$ cat config.mk
export PLATFORM = sky130hd
export DESIGN_NAME = xor_parity_rx
export DESIGN_NICKNAME = d
export VERILOG_FILES = /design/src/rtl/xor_parity_rx.sv
export SDC_FILE = /design/constraint.sdc
export NUM_CORES = 1
export LEC_CHECK = 0
export ABC_AREA = 1
export CAP_MARGIN = 40
export CORE_MARGIN = 5
export CORE_UTILIZATION = 55
export CTS_CLUSTER_DIAMETER = 150
export CTS_CLUSTER_SIZE = 20
export DETAILED_ROUTE_END_ITERATION = 10
export GPL_TIMING_DRIVEN = 0
export PLACE_DENSITY = 0.82
export SYNTH_ARGS = -nofsm -noshare
export SYNTH_HDL_FRONTEND = slang
export SYNTH_SLANG_ARGS = --single-unit
$ cat constraint.sdc
create_clock -name clk -period 1.7 [get_ports clk]
set_input_delay 0.34 -clock clk [delete_from_list [all_inputs] [get_ports clk]]
set_output_delay 0.34 -clock clk [all_outputs]
set_load 0.02 [all_outputs]
$ cat src/rtl/xor_parity_rx.sv
// Serial receiver for start/data/even-parity/stop frames on an idle-high line.
// It delivers the data word with a one-cycle valid strobe plus parity and framing error pulses.
module xor_parity_rx #(
    parameter int CLKS_PER_BIT = 4,
    parameter int DATA_W       = 8
) (
    input  logic              clk,
    input  logic              rst,
    input  logic              rx_i,
    output logic [DATA_W-1:0] data_o,
    output logic              valid_o,
    output logic              parity_err_o,
    output logic              frame_err_o,
    output logic              busy_o
);

    localparam int CW = (CLKS_PER_BIT > 2) ? $clog2(CLKS_PER_BIT) : 1;
    localparam int IW = (DATA_W > 2) ? $clog2(DATA_W) : 1;
    localparam logic [CW-1:0] CNT_LAST = CW'(CLKS_PER_BIT - 1);
    localparam logic [CW-1:0] CNT_HALF = CW'(CLKS_PER_BIT / 2 - 1);
    localparam logic [IW-1:0] IDX_LAST = IW'(DATA_W - 1);

    typedef enum logic [2:0] {
        IDLE, START, DATA, PARITY, STOP, WAIT_IDLE
    } state_t;

    state_t            state_q, state_d;
    logic              rx_meta_q, rx_s_q;
    logic [CW-1:0]     cnt_q, cnt_d;
    logic [IW-1:0]     idx_q, idx_d;
    logic [DATA_W-1:0] shift_q, shift_d;
    logic              acc_q, acc_d;
    logic              pend_q, pend_d;
    logic [DATA_W-1:0] data_q, data_d;
    logic              valid_q, valid_d;
    logic              perr_q, perr_d;
    logic              ferr_q, ferr_d;
    logic              wrap;

    // Synchronizer resets high so that leaving reset never looks like a start bit.
    always_ff @(posedge clk or posedge rst) begin
        if (rst) begin
            rx_meta_q <= 1'b1;
            rx_s_q    <= 1'b1;
        end else begin
            rx_meta_q <= rx_i;
            rx_s_q    <= rx_meta_q;
        end
    end

    always_ff @(posedge clk or posedge rst) begin
        if (rst) begin
            state_q <= IDLE;
            cnt_q   <= '0;
            idx_q   <= '0;
            shift_q <= '0;
            acc_q   <= 1'b0;
            pend_q  <= 1'b0;
            data_q  <= '0;
            valid_q <= 1'b0;
            perr_q  <= 1'b0;
            ferr_q  <= 1'b0;
        end else begin
            state_q <= state_d;
            cnt_q   <= cnt_d;
            idx_q   <= idx_d;
            shift_q <= shift_d;
            acc_q   <= acc_d;
            pend_q  <= pend_d;
            data_q  <= data_d;
            valid_q <= valid_d;
            perr_q  <= perr_d;
            ferr_q  <= ferr_d;
        end
    end

    assign wrap = (cnt_q == CNT_LAST);

    always_comb begin
        state_d = state_q;
        cnt_d   = cnt_q;
        idx_d   = idx_q;
        shift_d = shift_q;
        acc_d   = acc_q;
        pend_d  = pend_q;
        data_d  = data_q;
        valid_d = 1'b0;
        perr_d  = 1'b0;
        ferr_d  = 1'b0;
        case (state_q)
            IDLE: begin
                if (!rx_s_q) begin
                    state_d = START;
                    cnt_d   = '0;
                    idx_d   = '0;
                    acc_d   = 1'b0;
                end
            end
            START: begin
                // Mid-start-bit check rejects short low glitches.
                if (cnt_q == CNT_HALF) begin
                    cnt_d   = '0;
                    state_d = rx_s_q ? IDLE : DATA;
                end else begin
                    cnt_d = cnt_q + 1'b1;
                end
            end
            DATA: begin
                if (wrap) begin
                    cnt_d   = '0;
                    shift_d = {rx_s_q, shift_q[DATA_W-1:1]};
                    acc_d   = acc_q ^ rx_s_q;
                    if (idx_q == IDX_LAST) state_d = PARITY;
                    else                   idx_d   = idx_q + 1'b1;
                end else begin
                    cnt_d = cnt_q + 1'b1;
                end
            end
            PARITY: begin
                if (wrap) begin
                    cnt_d   = '0;
                    pend_d  = rx_s_q ^ acc_q;
                    state_d = STOP;
                end else begin
                    cnt_d = cnt_q + 1'b1;
                end
            end
            STOP: begin
                if (wrap) begin
                    cnt_d   = '0;
                    data_d  = shift_q;
                    valid_d = 1'b1;
                    perr_d  = pend_q;
                    ferr_d  = ~rx_s_q;
                    state_d = rx_s_q ? IDLE : WAIT_IDLE;
                end else begin
                    cnt_d = cnt_q + 1'b1;
                end
            end
            WAIT_IDLE: begin
                // A held-low break line must return high before a new frame is accepted.
                if (rx_s_q) state_d = IDLE;
            end
            default: state_d = IDLE;
        endcase
    end

    assign data_o       = data_q;
    assign valid_o      = valid_q;
    assign parity_err_o = perr_q;
    assign frame_err_o  = ferr_q;
    assign busy_o       = (state_q != IDLE);

endmodule

[Word-level counts from Yosys, hierarchy flattened]
Cells that the tools add are included.
W data, S select, Z words.
Operators by class
  add/subtract/negate cells: 2
  multiply operators: 0
  divide/modulo/power cells: 0
  magnitude comparators: 0
  eq/ne operators: 16
  shift-type cells: 0
  mux-type cells: 27
  bitwise logic cells: 2
  reduce and logical (&&, ||, !) cells: 12
Operators by type and width (count)
  $mux W3: 11
  $pmux W3 S6: 1
  $ne A2 B2 Y1 const B: 8
  $eq A3 B3 Y1 const B: 3
  $mux W1: 8
  $mux W2: 4
  $reduce_and A2 Y1: 4
  $reduce_and A7 Y1: 1
  $eq A3 B2 Y1 const B: 2
  $pmux W2 S3: 1
  $pmux W3 S2: 1
  $reduce_bool A3 Y1: 2
  $reduce_and A4 Y1: 1
  $add A3 B1 Y3 const B: 1
  $eq A3 B1 Y1 const B: 1
  $logic_not A3 Y1: 1
  $reduce_and A3 Y1: 1
  $reduce_or A3 Y1: 1
  $add A2 B1 Y2 const B: 1
  $eq A2 B1 Y1 const B: 1
  $eq A2 B2 Y1 const B: 1
  $pmux W1 S2: 1
  $reduce_bool A2 Y1: 1
  $not A1 Y1: 1
  $xor A1 B1 Y1: 1
Word-level totals
  flip-flop bits (word level): 31
  latch bits: 0
  RAM bits: 0
  ROM bits: 0
  output and inout port bits: 12
  memories: 0

[Logic depth before layout (Yosys ltp)]
  depth after elaboration: 4
  depth in mapped cells: 9
  depth with buffers taken out: 9

[Worst setup path before layout]
OpenSTA, ideal clock, no wires.
  path kind: register to register
  start: reg cnt_q[0]
  end: reg state_q[0]
  setup time: 0.117 ns
  arrival time: 1.147 ns
  setup slack: 0.435 ns
  cell stages (with the launch flop): 9
  period minus slack after synthesis: 1.265 ns
  path through: dfrtp_1 ha_1 inv_1 nand3_1 nand2_1 nor2_2 nand2_2 nand2_1 nand2_1
On the way
  cells in the longest elaborated chain, start to end: 3
  elaborated cells on any way between the ends: 7
  those cells by class: eq/ne: 6; reduce/logical: 1
Ends and longest elaborated chain
  from (decl): line 29  | logic [CW-1:0] cnt_q, cnt_d;
  from (signal assigned): line 65  | cnt_q <= cnt_d;
  $eq A2 B1 Y1 / $eq A2 B2 Y1 (equally long branches): line 101, 77
  $ne A2 B2 Y1 (no source line)
  $reduce_and A7 Y1 (no source line) (*)
  to (signal assigned): line 64  | state_q <= state_d;
  to (decl): line 27  | state_t state_q, state_d;
Mark *: on every way between the ends. The rest lies on a longest branch, timed or not.
A chain may end at the register's enable or synchronous reset.

[Final worst setup path]
  start: reg data_q[6], in the netlist data_o[6]
  end: out data_o[6]
RTL lines
  from (decl): line 34  | logic [DATA_W-1:0] data_q, data_d;
  from (signal assigned): line 70  | data_q <= data_d;
  to (decl): line 10  | output logic [DATA_W-1:0] data_o,
No word-level cell between the ends.

==> flow_metrics.tcl <==
set metrics [dict create \
    irDropWorstVdd_mv 1.06 \
    htree_levels 2 \
    syn_inst 163 \
    routed_wl_um 2880 \
    slew_headroom 0.730 \
    yosys_warnings 0 \
    powerDensity_nw_per_um2 1380 \
    die_w_um 61.5 \
    grt_max_degree 24 \
    seqPwrFrac 0.381 \
    worst-path-buf-inv 1 \
    final_util 0.707 \
    cp-end-kind "primary output" \
    p_int_w 0.00150 \
    synth_top_flop_cell "dfrtp_1" \
    synth_area_leaders "dfrtp_1 50%, nand2_1 11%, o21ai_1 6.2%" \
    grt_pass1_vias 1111 \
    p_leak_nw 0.866 \
    initial_core_util 0.584 \
    vias_per_cell 5.30 \
    worstPathMaxFanout 2 \
    multiInputGateArea_um2 579 \
    rsz0062_at_grt "no" \
    area_growth_pct 21.2 \
    drive_gt1_frac 0.191 \
    fin_crit_ns 1.65 \
    vias 1155 \
    fillCellCount 186 \
    first_iter_violations 85 \
    ys_types 24 \
    synth_edf_count 0 \
    cts.sinks 31 \
    crit_slowest_cell "clkdlybuf4s50_1" \
    path_cells "clkdlybuf4s50_1" \
    cts_tree "done" \
    yosys.cell_count.top_type "nand2_1" \
    async_flop_share 1.00 \
    io_buffers 14 \
    antenna_found_initial 0 \
    swShare 0.386 \
    dr.pass1.iters 4 \
    finalSetupViolCount 0 \
    hold_viol_final 0 \
    detailed_place_hpwl_um 2150 \
    switchingPower_w 0.000940 \
    syn_area_um2 1460 \
    clock_latency_ns 0.32 \
    antenna_cells 0 \
    comb_power_share 0.376 \
    clock_path_buffers 2 \
    grt_pass1_wl_um 5050 \
    fin_nets 196 \
    seq_area_um2 781 \
    skew_ns 0.00259 \
    postSynthAreaPerCell_um2 8.95 \
    drcViolationCount 0 \
    slowest_delay_ns 0.62 \
    yosysTopAreaCellShare 0.497 \
    ys_seq_area_frac 0.533 \
    synth_common_cells "43 x nand2_1, 29 x dfrtp_1, 18 x o21ai_1" \
    cts.reportedPaths.clkPinSlew_ns 0.09 \
    clock.fmax_mhz 607 \
    grt-ovfl-total 0 \
    synth-seq-cells 31 \
    critPathKind "flip-flop to primary output" \
    pwr-share-clk 0.243 \
    reg2reg_depth 8 \
    worstPathRequired_ns 1.36 \
    die_h_um 61.5 \
    critPathLaunchType "flip-flop" \
    drv_cap 0 \
    rows 18 \
    finalCritPeriodShare 0.968 \
    dieArea_um2 3780 \
    io_pins 15 \
    synth_top_area_cell "dfrtp_1" \
    hp-class "input pin to async pin" \
    fin_setup_tns_ns 0 \
    outcome "completed" \
    path_delay_family "buffers and inverters" \
    cts_root_buffer "clkbuf_4" \
    grtUsageTotal 0.181 \
    slew_viol_final 0 \
    critical_path_depth 1 \
    worst_pin_slew_ns 0.405 \
    ant_nets 0 \
    finalWeightedCongestion 0.880 \
    synth_nets 172 \
    cts_made_buffers 5 \
    crit_arrival_ns 1.31 \
    core_area_um2 2500 \
    wl_per_cell_um 13.2 \
]
-- kinds of logic (layout without fill, tap and decap cells) --
group,count (synthesis),count (layout),synth area share
compound gates,27,27,0.0935
xor+xnor,1,1,0.00600
fa+ha+maj,6,6,0.0515
buf+inv,23,48,0.0695
flops,31,31,0.533
simple gates,75,75,0.246
-- worst paths after layout --
| kind | start | endpoint | slack, ns |
|---|---|---|---|
| max | data_o[6]$_DFFE_PP0P_ | data_o[6] | 0.05 |
| min | rst | cnt_q[1]$_DFFE_PP0P_ | 0.29 |
| max reg2reg | state_q[2]$_DFFE_PP0P_ | acc_q$_DFFE_PP0P_ | 0.22 |
| min reg2reg | rx_meta_q$_DFF_PP1_ | rx_s_q$_DFF_PP1_ | 0.36 |
| max in group asynchronous | rst | rx_s_q$_DFF_PP1_ | 0.88 |
| min in group clk | rx_meta_q$_DFF_PP1_ | rx_s_q$_DFF_PP1_ | 0.36 |
-- what timing repair did --
item                                    in CTS  in global routing
setup buffers                                2                  0
hold buffers                                 0                  0
pin swaps                                    0                  0
gates resized for setup                      6                  2
endpoints found under the setup margin       1                  2
-- power by group through the flow --
stage | Combinational [W] | Clock (W) | Sequential [W]
floorplan | 0.000653 | 0 | 0.000946
detailed placement | 0.000853 | 0 | 0.000969
global route | 0.00103 | 0.000654 | 0.000941
finish | 0.000917 | 0.000592 | 0.000929
CTS | 0.000905 | 0.000612 | 0.000926
global placement | 0.000794 | 0 | 0.000957
-- cells in the final DEF (no fill, tap or decap), drive strengths merged --
cell and n:
a21oi 2, nand3 12, inv 20, bufinv 1, dfrtp 29, xnor2 1
nand4 1, o21ai 24, dfstp 2, or2 2, dlymetal6s2s 2, buf 7
clkinv 1, a31oi 1, nor2 12, clkbuf 6, nand2 48, ha 6
clkdlybuf4s50 11
-- registers in the layout, indices dropped and copies added, names as in the netlist --
register,count
parity_err_o,1
pend_q,1
idx_q,3
shift_q,8
rx_s_q,1
data_o,8
state_q,3
acc_q,1
valid_o,1
rx_meta_q,1
cnt_q,2
frame_err_o,1
-- layer usage --
layer / vias up / share of wire / global-route usage
li1: 572 / - / -
met4: 0 / 0.0069 / 0.0667
met5: - / 0 / 0
met1: 532 / 0.41 / 0.238
met3: 3 / 0.071 / 0.0482
met2: 48 / 0.51 / 0.288
-- final cells by class --
class | instances | area share
flip-flops and latches | 31 | 0.442
multi-input cells | 109 | 0.328
repair buffers | 17 | 0.103
inverters | 20 | 0.0439
clock buffers | 6 | 0.0290
well taps | 30 | 0.0212
clock inverters | 2 | 0.0198
plain buffers | 3 | 0.0134
-- per-stage QoR --
| step | cell area, um^2 | instances | hold slack [ns] | setup slack, ns | power, W |
|---|---|---|---|---|---|
| CTS | 1760 | 218 | 0.303 | 0.0310 | 0.00244 |
| global route | 1770 | 218 | 0.323 | 0.00154 | 0.00263 |
| floorplan | 1460 | 163 | 0.344 | 0.435 | 0.00160 |
| finish | 1770 | 218 | 0.295 | 0.0536 | 0.00244 |
| global placement | 1640 | 207 | 0.347 | 0.0128 | 0.00175 |
| detailed placement | 1660 | 208 | 0.349 | 0.0117 | 0.00182 |
Note: power is estimated with default switching activity, not from simulation.
